==> config.mk <==
export PLATFORM = sky130hd
export DESIGN_NAME = element_cmd_player
export DESIGN_NICKNAME = d
export VERILOG_FILES = /design/src/rtl/element_cmd_player.sv
export SDC_FILE = /design/constraint.sdc
export NUM_CORES = 1
export LEC_CHECK = 0
export CAP_MARGIN = 20
export CORE_ASPECT_RATIO = 0.5
export CORE_MARGIN = 4
export CORE_UTILIZATION = 50
export CTS_BUF_LIST = sky130_fd_sc_hd__clkbuf_4
export DETAILED_ROUTE_END_ITERATION = 10
export PLACE_DENSITY = 0.7
export SYNTH_ARGS = -nofsm -noshare
export SYNTH_HDL_FRONTEND = slang
export SYNTH_SLANG_ARGS = --single-unit
==> constraint.sdc <==
create_clock -name clk -period 11.25 [get_ports clk]
set_input_delay 2.8125 -clock clk [delete_from_list [all_inputs] [get_ports clk]]
set_output_delay 2.8125 -clock clk [all_outputs]
set_load 0.005 [all_outputs]
==> src/rtl/element_cmd_player.sv <==
// Element-side pulse player: reads envelope words on each accepted command, scales by ampx, tags samples.
// Optional build macro ELEMENT_SAT_EN: saturate the Q1.15 product instead of wrapping.
module element_cmd_player #(
  parameter int ENV_ADDR_WIDTH   = 12,
  parameter int ENV_DATA_WIDTH   = 16,
  parameter int AMP_WIDTH        = 16,
  parameter int FREQ_WIDTH       = 9,
  parameter int PHASE_WIDTH      = 17,
  parameter int MEM_READ_LATENCY = 2
) (
  input  logic                             clk,
  input  logic                             reset,
  input  logic                             cmdstb,
  input  logic [ENV_ADDR_WIDTH-1:0]        envstart,
  input  logic [ENV_ADDR_WIDTH-1:0]        envlength,
  input  logic signed [AMP_WIDTH-1:0]      ampx,
  input  logic [FREQ_WIDTH-1:0]            freqaddr,
  input  logic [PHASE_WIDTH-1:0]           pini,
  input  logic [1:0]                       mode,
  output logic                             busy,
  output logic                             env_rden,
  output logic [ENV_ADDR_WIDTH-1:0]        env_raddr,
  input  logic signed [ENV_DATA_WIDTH-1:0] env_rdata,
  output logic                             sample_valid,
  output logic signed [AMP_WIDTH-1:0]      sample,
  output logic [FREQ_WIDTH-1:0]            sample_freqaddr,
  output logic [PHASE_WIDTH-1:0]           sample_phase,
  output logic                             sample_first,
  output logic                             sample_last,
  output logic                             overrun
);

  localparam int LAT    = MEM_READ_LATENCY;
  localparam int PROD_W = ENV_DATA_WIDTH + AMP_WIDTH;

  typedef enum logic [1:0] {IDLE, RUN, DRAIN} state_t;

  typedef struct packed {
    logic [ENV_ADDR_WIDTH-1:0] start;
    logic [ENV_ADDR_WIDTH-1:0] len;
    logic [AMP_WIDTH-1:0]      amp;
    logic [FREQ_WIDTH-1:0]     freq;
    logic [PHASE_WIDTH-1:0]    phase;
    logic                      loop;
  } cmd_t;

  typedef struct packed {
    logic [AMP_WIDTH-1:0]   amp;
    logic [FREQ_WIDTH-1:0]  freq;
    logic [PHASE_WIDTH-1:0] phase;
    logic                   first;
    logic                   last;
  } tag_t;

  // Q1.15 scaling: keep the product bits just below the duplicated sign bit.
  function automatic logic signed [AMP_WIDTH-1:0] scale_sample(
    input logic signed [ENV_DATA_WIDTH-1:0] d,
    input logic signed [AMP_WIDTH-1:0]      a
  );
    logic signed [PROD_W-1:0] prod;
    prod = d * a;
`ifdef ELEMENT_SAT_EN
    if (prod[PROD_W-1] != prod[PROD_W-2])
      scale_sample = prod[PROD_W-1] ? {1'b1, {(AMP_WIDTH-1){1'b0}}}
                                    : {1'b0, {(AMP_WIDTH-1){1'b1}}};
    else
      scale_sample = AMP_WIDTH'(prod >>> (ENV_DATA_WIDTH-1));
`else
    scale_sample = AMP_WIDTH'(prod >>> (ENV_DATA_WIDTH-1));
`endif
  endfunction

  state_t                    state_q, state_d;
  logic [ENV_ADDR_WIDTH-1:0] idx_q, idx_d;
  cmd_t                      cur_q, cur_d;
  cmd_t                      pend_q, pend_d;
  logic                      pend_vld_q, pend_vld_d;
  logic                      overrun_q, overrun_d;
  cmd_t                      cmd_in;
  logic                      cmd_ok;
  logic                      last_rd;
  logic                      rd_en;

  logic [LAT-1:0]            tag_vld_q, tag_vld_d;
  tag_t                      tag_q [LAT];
  tag_t                      tag_d [LAT];
  tag_t                      tag_in;

  logic                      sample_valid_q, sample_valid_d;
  logic [AMP_WIDTH-1:0]      sample_q, sample_d;
  logic [FREQ_WIDTH-1:0]     sample_freqaddr_q, sample_freqaddr_d;
  logic [PHASE_WIDTH-1:0]    sample_phase_q, sample_phase_d;
  logic                      sample_first_q, sample_first_d;
  logic                      sample_last_q, sample_last_d;

  always_comb begin
    cmd_in.start = envstart;
    cmd_in.len   = envlength;
    cmd_in.amp   = ampx;
    cmd_in.freq  = freqaddr;
    cmd_in.phase = pini;
    cmd_in.loop  = (mode == 2'b01);
  end

  assign cmd_ok  = cmdstb && (envlength != '0);
  assign last_rd = (idx_q == cur_q.len - ENV_ADDR_WIDTH'(1));

  // Command FSM: a strobe on the last read is treated exactly like a pending command.
  always_comb begin
    state_d    = state_q;
    idx_d      = idx_q;
    cur_d      = cur_q;
    pend_d     = pend_q;
    pend_vld_d = pend_vld_q;
    overrun_d  = overrun_q;
    rd_en      = 1'b0;
    unique case (state_q)
      IDLE: begin
        if (cmd_ok) begin
          state_d = RUN;
          cur_d   = cmd_in;
          idx_d   = '0;
        end
      end
      RUN: begin
        rd_en = 1'b1;
        if (last_rd) begin
          idx_d = '0;
          if (cmd_ok) begin
            cur_d      = cmd_in;
            pend_vld_d = 1'b0;
            if (pend_vld_q) overrun_d = 1'b1;
          end else if (pend_vld_q) begin
            cur_d      = pend_q;
            pend_vld_d = 1'b0;
          end else if (!cur_q.loop) begin
            state_d = DRAIN;
          end
        end else begin
          idx_d = idx_q + 1'b1;
          if (cmd_ok) begin
            pend_d     = cmd_in;
            pend_vld_d = 1'b1;
            if (pend_vld_q) overrun_d = 1'b1;
          end
        end
      end
      DRAIN: begin
        if (cmd_ok) begin
          state_d = RUN;
          cur_d   = cmd_in;
          idx_d   = '0;
        end else if (tag_vld_q == '0) begin
          state_d = IDLE;
        end
      end
      default: state_d = IDLE;
    endcase
  end

  assign env_rden  = rd_en;
  assign env_raddr = rd_en ? (cur_q.start + idx_q) : '0;

  // Stage p0..pLAT-1: tags follow each read until its memory word arrives.
  always_comb begin
    tag_in.amp   = cur_q.amp;
    tag_in.freq  = cur_q.freq;
    tag_in.phase = cur_q.phase;
    tag_in.first = (idx_q == '0);
    tag_in.last  = last_rd;
    tag_vld_d    = '0;
    tag_vld_d[0] = rd_en;
    tag_d[0]     = tag_in;
    for (int k = 1; k < LAT; k++) begin
      tag_vld_d[k] = tag_vld_q[k-1];
      tag_d[k]     = tag_q[k-1];
    end
  end

  // Output stage: scale the arriving word and register it with its tags.
  always_comb begin
    sample_valid_d    = tag_vld_q[LAT-1];
    sample_d          = '0;
    sample_freqaddr_d = '0;
    sample_phase_d    = '0;
    sample_first_d    = 1'b0;
    sample_last_d     = 1'b0;
    if (tag_vld_q[LAT-1]) begin
      sample_d          = scale_sample(env_rdata, tag_q[LAT-1].amp);
      sample_freqaddr_d = tag_q[LAT-1].freq;
      sample_phase_d    = tag_q[LAT-1].phase;
      sample_first_d    = tag_q[LAT-1].first;
      sample_last_d     = tag_q[LAT-1].last;
    end
  end

  always_ff @(posedge clk or posedge reset) begin
    if (reset) begin
      state_q           <= IDLE;
      idx_q             <= '0;
      pend_vld_q        <= 1'b0;
      overrun_q         <= 1'b0;
      tag_vld_q         <= '0;
      sample_valid_q    <= 1'b0;
      sample_q          <= '0;
      sample_freqaddr_q <= '0;
      sample_phase_q    <= '0;
      sample_first_q    <= 1'b0;
      sample_last_q     <= 1'b0;
    end else begin
      state_q           <= state_d;
      idx_q             <= idx_d;
      pend_vld_q        <= pend_vld_d;
      overrun_q         <= overrun_d;
      tag_vld_q         <= tag_vld_d;
      sample_valid_q    <= sample_valid_d;
      sample_q          <= sample_d;
      sample_freqaddr_q <= sample_freqaddr_d;
      sample_phase_q    <= sample_phase_d;
      sample_first_q    <= sample_first_d;
      sample_last_q     <= sample_last_d;
    end
  end

  always_ff @(posedge clk) begin
    cur_q  <= cur_d;
    pend_q <= pend_d;
    tag_q  <= tag_d;
  end

  assign busy            = (state_q != IDLE) || (tag_vld_q != '0) || sample_valid_q;
  assign sample_valid    = sample_valid_q;
  assign sample          = sample_q;
  assign sample_freqaddr = sample_freqaddr_q;
  assign sample_phase    = sample_phase_q;
  assign sample_first    = sample_first_q;
  assign sample_last     = sample_last_q;
  assign overrun         = overrun_q;

endmodule
==> results of run 1 <==
==> per-layer routing <==
layer,track usage (%),part of all wire [%],vias to the layer above
met5,0,0.017,-
met4,6.41,2.3,2
met3,3.98,4.9,69
met2,33.8,48,278
met1,27.3,44,5933
li1,-,-,5541
==> layout make-up <==
class	count	area, um2	area share (%)
sequential	285	7360	33.5
antenna	1	2.50	0.0114
tap	494	618	2.81
timing repair buffer	154	1520	6.93
clock buffer	107	803	3.66
multi-input combinational	1003	10400	47.5
clock inverter	13	114	0.518
inverter	294	1100	5.02
==> logic make-up after synthesis <==
logic type / after synthesis
DFF: 285
xor gates and xnor gates: 53
buffers and inverters: 347
AOI/OAI and AO/OA: 104
muxes: 69
and+or+nand+nor: 430
adders and majority gates: 347
==> through the flow <==
| step | total power, mW | utilization, % | setup WS, ns | cell area, um2 |
|---|---|---|---|---|
| floorplan | 3.28 | - | 2.86 | 19100 |
| global placement | 3.99 | 56.1 | 1.49 | 21000 |
| detailed placement | 4.02 | 56.1 | 1.37 | 21000 |
| CTS | 4.93 | 58.5 | 2.04 | 22000 |
| global route | 5.38 | 58.5 | 1.52 | 22000 |
| finish | 4.89 | 58.5 | 1.99 | 22000 |
==> synthesized netlist by cell type, drive strengths merged (24+ instances only) <==
cell type / number
xnor2: 29
dfxtp: 88
ha: 91
inv: 293
edfxtp: 134
mux2: 68
nand2: 146
dfrtp: 63
and2: 148
a21oi: 25
nor2: 55
clkbuf: 50
fa: 256
xor2: 24
==> path summary, 6_finish.rpt <==
check | slack (ns) | startpoint | to
setup / recovery | 1.99 | env_rdata[7] | sample[15]$_DFF_PP0_
hold / removal | 0.31 | tag_d[21]$_DFF_P_ | tag_q[21]$_DFF_P_
setup reg to reg | 4.14 | tag_q[35]$_DFF_P_ | sample[15]$_DFF_PP0_
hold reg to reg | 0.31 | tag_d[21]$_DFF_P_ | tag_q[21]$_DFF_P_
max in group asynchronous | 7.96 | reset | sample_phase[14]$_DFF_PP0_
min in group asynchronous | 2.73 | reset | sample[4]$_DFF_PP0_
==> power breakdown <==
group	total (mW)	switching, mW	internal (mW)
clock	0.867	0.388	0.479
combinational	2.79	1.54	1.25
sequential	1.23	0.0469	1.18
==> registers in the layout, summed over array words and instances, names as in the netlist <==
signal	cells
pend_vld_q	1
tag_q	44
sample_valid	1
idx_q	12
tag_vld_q	2
pend_q	67
tag_d	44
sample_first	1
state_q	2
cur_q	67
sample_phase	17
sample_freqaddr	9
sample_last	1
overrun	1
sample	16
==> critical path, stage by stage <==
cell             delay (ns)
clkdlybuf4s50_1        0.83
nand2_1                0.17
fa_1                   0.56
inv_1                  0.06
fa_1                   0.51
inv_1                  0.06
fa_1                   0.53
inv_1                  0.06
fa_1                   0.46
fa_1                   0.49
inv_1                  0.05
fa_1                   0.48
inv_1                  0.04
ha_1                   0.31
nand2_1                0.06
o21ai_0                0.75
o21ai_0                0.41
o211ai_1               0.41
nand2_1                0.16
o211ai_1               0.21
mux2_2                 0.35
==> run metrics, run 1 <==
fin crit period roughly 9.3 ns; Routed WL per cell 17.2 um; routability cong. roughly 0.87; Inserted Clock Buffers 69; Fillers roughly 3.2k; mean post-synth cell area 11.7 um2; # Post-CTS Setup Buffers 0; status completed; DP Cell Count 2230; Synth Area in Simple Gates 11.5%; flops & latches, synth about 290; cts repair resizes 0; grt ovf 0; most frequent cells in the layout inv_1, fa_1, clkdlybuf4s50_1; ANT nets after route 0; Post-synth ARST share between 20% and 30%; TritonCTS clock tree built; Skew-Pair Late Insertion Delay ~0.67 ns; detailed placement HPWL 29.9 mm; Final Cycle Share slightly above 80%; Synth cell types 64; Hold Path Cell Cnt 0; Post-Syn Nets a little over 2k; area leader, netlist fa_1; critical path launch point type primary input; Core Footprint 0.0375 mm2; Leakage between 9 and 10 nW; clk sinks ~290; number of synthesized flops with an enable pin approximately 130; Primary FF master, synth edfxtp_1; nets ~2.2k; number of global-route vias before repair 13.0k; GRT Total Usage just over 20%; RSZ-0062 raised after global routing no; WHS 0.306 ns; Clock Tree Buf Depth 3; largest family of logic cells by synthesized area adder cells; Worst Setup Path Type primary input to flip-flop; most common cell after layout, fill and taps aside inv_1; Die ar. about 0.042 mm2; layout cells sized above 1 approximately 11%; Pre-antenna DRT Iters 5; row cnt 50; antenna violations before repair 2; CTS H-tree lvls 3; first-pass GRT wire length around 68 mm; Synth Instances between 1.5k and 2k; Synth Warn # 0; final WL approximately 40 mm; DR DRC count 0; XOR/XNOR share of the synthesized area roughly 2.4%; Non-Filler Instances roughly 2.4k; Layout Skew about 0.05 ns; Seq/Total Area, Yosys between 30% and 40%; I/O pin count 147; VDD IR max roughly 0.18 mV; Synth Cell Area about 0.019 mm2; clock slew at reported path FFs approximately 0.060 ns; CP endpoint kind flip-flop; Worst Path Max Fanout 16; vias 11.8k; Slew @ Worst Pin between 0.9 and 1 ns; Hold Buf Count CTS 0; HP Class flip-flop to flip-flop; Starting Density around 51%; Area growth syn-to-layout 15.1%; largest net degree at the start of global routing 68; Final setup violation count 0; pwr/cell area ~220 mW/mm2; fmax between 100 and 150 MHz; Arrival @ worst endpoint roughly 10 ns; CP required about 12 ns; I/O Buffers ~150; complex-gate fraction of the synthesized area under 10%; clock root buffer clkbuf_4; final hold vios 0; die width around 280 um; Post-Synth Adder-Cell Area 32.8%; total of max-cap violations 0; Register-to-Register Path Depth 20; total negative slack 0 ns; First DRT Iteration DRCs around 610; post-synth top area share 26.9%; DR vias/cell 5.03; Relative slew margins 34.4%; Max Transition Viols Final 0; post-synthesis mux area share a little over 4%; Synth area leaders fa_1, edfxtp_1, dfxtp_1, dfrtp_1, ha_1; Die H 146 um
Power figures use the tool's default switching activity.
==> run 2: changes to the inputs <==
PLACE_DENSITY = 0.73   (was 0.7)
clock period = 8.15 ns   (was 11.25 ns; I/O delays follow)
==> run 2 against run 1 <==
Setup slack got worse by 1.5 ns. Clock skew increased by 0.0015 ns. Total power is 49% higher. Critical path depth grew 1. Wire length fell by 0.40%. Cell area up 2.6%. Via count increased by 2.7%. Non-clock buffer count rose by 62. Flip-flop and latch count did not move. Utilization up 1.5 points. Combinational power grew 57%.
==> run metrics, run 2 (synthesis gave the netlist of run 1 again) <==
fmax 130 MHz; clock slew at reported path FFs 0.06 ns; DP Area roughly 0.022 mm2; CP endpoint kind flip-flop; Core Footprint approximately 0.038 mm2; most frequent cells in the layout inv_1, fa_1, clkdlybuf4s50_1; layout cells sized above 1 between 10 and 15%; TritonCTS clock tree built; Layout Skew 0.0520 ns; final WL between 40 and 50 mm; Non-Filler Instances around 2.4k; nets roughly 2.3k; HP Class flip-flop to flip-flop; DR vias/cell 5.02; Die H 146 um; First DRT Iteration DRCs 709; VDD IR max about 0.3 mV; # Post-CTS Setup Buffers 0; largest net degree at the start of global routing approximately 70; WHS 0.318 ns; RSZ-0062 raised after global routing no; die width 284 um; detailed placement HPWL around 31 mm; Util after Layout between 60% and 70%; row cnt 50; Starting Density about half; CTS H-tree lvls 3; vias 12.1k; clock root buffer clkbuf_4; GRT Total Usage approximately a fifth; worst slack, placed -0.140 ns; clk sinks 285; Area growth syn-to-layout 18.1%; Leakage about 10 nW; routability cong. between 0.9 and 1; Worst Path Max Fanout 7; antenna violations before repair 1; Pre-antenna DRT Iters 5; post-route design area ~0.023 mm2; Final setup violation count 0; Skew-Pair Late Insertion Delay around 0.66 ns; Max Transition Viols Final 0; Relative slew margins a little over a third; CP required around 8.7 ns; I/O Buffers around 150; most common cell after layout, fill and taps aside inv_1; Worst Setup Path Type primary input to flip-flop; multi-input gate area in the final layout 0.0104 mm2; area occupied by registers around 0.0074 mm2; critical path launch point type primary input; Slew @ Worst Pin ~0.97 ns; cts repair resizes 0; grt ovf 0; ANT nets after route 0; DP Cell Count about 2.3k; fin worst setup slack about 0.47 ns; Hold Buf Count CTS 0; Inserted Clock Buffers 70; Final Cycle Share 94.2%; pwr/cell area roughly 320 mW/mm2; status completed; first-pass GRT wire length approximately 68 mm; Pwr Total 7.30 mW; number of global-route vias before repair 13.0k; DR DRC count 0; Clock Tree Buf Depth 3; Fillers about 3.1k; Routed WL per cell between 15 and 20 um; Die ar. a little over 0.04 mm2; I/O pin count roughly 150; Arrival @ worst endpoint approximately 8.2 ns; total of max-cap violations 0; final hold vios 0; biggest regs cur_q x67, pend_q x67; total negative slack 0 ns; fin crit period approximately 7.7 ns
## run 2: critical path, stage by stage
cell             delay [ns]
clkdlybuf4s50_1        0.55
and2_1                 0.23
fa_1                   0.54
inv_1                  0.05
fa_1                   0.38
fa_1                   0.54
inv_1                  0.06
fa_1                   0.50
fa_1                   0.50
inv_1                  0.05
fa_1                   0.47
inv_1                  0.05
ha_1                   0.30
a21oi_1                0.15
o21ai_0                0.09
buf_4                  0.16
buf_4                  0.14
a211oi_4               0.25
o21bai_2               0.14
a2111o_1               0.50
nand4_1                0.13
or3b_1                 0.34
## run 2: power breakdown
group          internal [mW]  leakage, nW  switching, mW
Sequential              1.63         2.73         0.0667
Clock                  0.683        0.566          0.549
Combinational           2.07         6.88           2.30
## run 2: layout make-up
class                           count  area share [%]
Multi-Input combinational cell   1003            46.3
Sequential cell                   285            32.7
Timing Repair Buffer              216            9.09
Inverter                          294            4.90
Clock buffer                      110            3.66
Tap cell                          494            2.74
Clock inverter                     19           0.633
Antenna cell                        1          0.0111
## run 2: path summary, 6_finish.rpt
| path | startpoint | to | slack [ns] | cells after the start |
|---|---|---|---|---|
| min reg2reg | tag_d[8]$_DFF_P_ | tag_q[8]$_DFF_P_ | 0.32 | 0 |
| min | tag_d[8]$_DFF_P_ | tag_q[8]$_DFF_P_ | 0.32 | 0 |
| max reg2reg | tag_q[36]$_DFF_P_ | sample[13]$_DFF_PP0_ | 1.52 | 22 |
| max | env_rdata[9] | sample[13]$_DFF_PP0_ | 0.47 | 22 |
| min in group asynchronous | reset | idx_q[5]$_DFFE_PP0P_ | 1.97 | 3 |
| max in group asynchronous | reset | sample_freqaddr[3]$_DFF_PP0_ | 5.59 | 3 |
## run 2: routing by layer
metal	track usage, %	share of wire (%)	vias to the layer above
li1	-	-	5675
met3	3.43	5.5	67
met2	33.7	48	346
met4	6.11	2.3	0
met5	0	0	-
met1	28.1	44	6059
==> run 3: changes to the inputs <==
--- a/config.mk
+++ b/config.mk
@@ -13,2 +13,3 @@
 export DETAILED_ROUTE_END_ITERATION = 10
+export GPL_ROUTABILITY_DRIVEN = 0
 export PLACE_DENSITY = 0.73
==> constraint.sdc (replaced) <==
create_clock -name clk -period 8.15 [get_ports clk]
set_input_delay 0.815 -clock clk [delete_from_list [all_inputs] [get_ports clk]]
set_output_delay 0.815 -clock clk [all_outputs]
set_load 0.005 [all_outputs]
==> run 3 against run 2 <==
Hold slack lost 0.0070 ns. Critical path type unchanged. Setup slack gained 0.42 ns. Total power shrank 7.4%. Wire length shrank 0.96%. Sequential power is essentially flat. Clock power is essentially flat. Clock-buffer cell count grew 3. Cell area shrank 2.0%. Critical endpoint is now sample[15]$_DFF_PP0_. Global-route usage shrank 0.22 points.
==> run metrics, run 3 (synthesis gave the netlist of run 1 again) <==
status completed; Inserted Clock Buffers 70; critical path launch point type primary input; fin crit period 7.26 ns; detailed placement HPWL about 30 mm; vias around 12k; Layout Skew around 0.042 ns; # Post-CTS Setup Buffers 0; First DRT Iteration DRCs 642; fmax between 100 and 150 MHz; GRT met3 Usage under 10%; largest net degree at the start of global routing 68; I/O pin count about 150; ANT nets after route 0; clock slew at reported path FFs about 0.080 ns; number of global-route vias before repair 13.0k; Slew @ Worst Pin between 0.9 and 1 ns; Top Usage Layer GRT met2; Relative slew margins a little over a third; Skew-Pair Late Insertion Delay 0.64 ns; Leakage around 9.9 nW; Die H between 100 and 150 um; CP required 8.66 ns; most common cell after layout, fill and taps aside inv_1; clk sinks between 200 and 300; row cnt 50; antenna violations before repair 1; total negative slack 0 ns; DR vias/cell about 5.0; VDD IR max 0.268 mV; biggest regs cur_q x67, pend_q x67; most frequent cells in the layout inv_1, fa_1, clkdlybuf4s50_1; Worst Setup Path Type primary input to flip-flop; Util after Layout 58.8%; Worst Path Max Fanout 16; Clock Tree Buf Depth 3; Fillers between 3k and 4k; Final setup violation count 0; Pre-antenna DRT Iters 6; nets 2254; Routed WL per cell approximately 17 um; RSZ-0062 raised after global routing no; final hold vios 0; CP endpoint kind flip-flop; Area growth syn-to-layout 15.7%; die width around 280 um; DR DRC count 0; I/O Buffers between 100 and 150; pwr/cell area ~310 mW/mm2; Pwr Total 6.76 mW; Final Cycle Share roughly 89%; first-pass GRT wire length between 60 and 70 mm; Die ar. between 0.04 and 0.05 mm2; total of max-cap violations 0; cts repair resizes 0; TritonCTS clock tree built; multi-input gate area in the final layout around 0.010 mm2; clock root buffer clkbuf_4; Core Footprint about 0.038 mm2; Max Transition Viols Final 0; final WL around 40 mm; grt ovf 0; CTS H-tree lvls 3; Arrival @ worst endpoint a little under 8 ns; HP Class flip-flop to flip-flop; layout cells sized above 1 about an eighth; GRT met1 Usage a little over a quarter; Hold Buf Count CTS 0; met2 usage in global routing 34.9%; area occupied by registers ~0.0074 mm2; Starting Density 50.8%; GRT Total Usage roughly a fifth
## run 3: cell count changes in the layout (fill, tap and decap cells not counted), sizes merged
cell,before,now
buf,70,20
bufinv,2,1
clkbuf,110,113
clkinv,14,11
clkinvlp,2,1
inv,295,296
## run 3: path summary, 6_finish.rpt
check	from	end	slack [ns]	cells past startpoint
worst min register to register	tag_d[22]$_DFF_P_	tag_q[22]$_DFF_P_	0.31	0
worst min-delay path	tag_d[22]$_DFF_P_	tag_q[22]$_DFF_P_	0.31	0
worst max register to register	tag_q[36]$_DFF_P_	sample[13]$_DFF_PP0_	1.10	20
max in group asynchronous	reset	tag_vld_q[0]$_DFF_PP0_	6.83	3
worst max-delay path	env_rdata[8]	sample[15]$_DFF_PP0_	0.89	20
min in group asynchronous	reset	sample_phase[1]$_DFF_PP0_	0.75	3
## run 3: per-layer routing
layer  share of wire (%)  wire, um
met1                  43     17100
met4                 1.5       601
met3                 5.5      2190
met5                   0         0
met2                  50     20000
## run 3: report_power, final
part / internal [mW] / switching [mW]
logic: 1.72 / 2.12
clock network: 0.665 / 0.547
registers: 1.63 / 0.0661
total: 4.02 / 2.73
## run 3: final cells by class
cell class                      count  share of cell area (%)
Clock inverter                     15                   0.465
Tap cell                          494                    2.80
Clock buffer                      113                    3.84
Timing Repair Buffer              166                    7.30
Sequential cell                   285                    33.3
Multi-Input combinational cell   1003                    47.3
Inverter                          294                    5.00
Antenna cell                        1                  0.0113
## run 3: per-stage QoR
step | std cells | setup slack [ns] | cell area [um2] | hold slack, ns
6_report | 2371 | 0.890 | 22100 | 0.311
5_1_grt | 2371 | 0.676 | 22100 | 0.292
4_1_cts | 2370 | 1.11 | 22100 | 0.310
3_5_place_dp | 2242 | 0.421 | 21100 | 0.312
3_3_place_gp | 2242 | 0.561 | 21100 | 0.310
2_1_floorplan | 1635 | 1.24 | 19100 | 0.310
## run 3: worst max-delay path: stages
cell and delay [ns]:
clkdlybuf4s50_1 0.77, and2_1 0.34, fa_1 0.55, inv_1 0.05
fa_1 0.45, fa_1 0.51, inv_1 0.05, fa_1 0.49
fa_1 0.50, inv_1 0.06, fa_1 0.48, inv_1 0.04
ha_1 0.28, a21oi_1 0.06, o21ai_0 0.62, o21ai_0 0.51
o211ai_1 0.45, nand2_1 0.16, o211ai_1 0.21, mux2_2 0.35
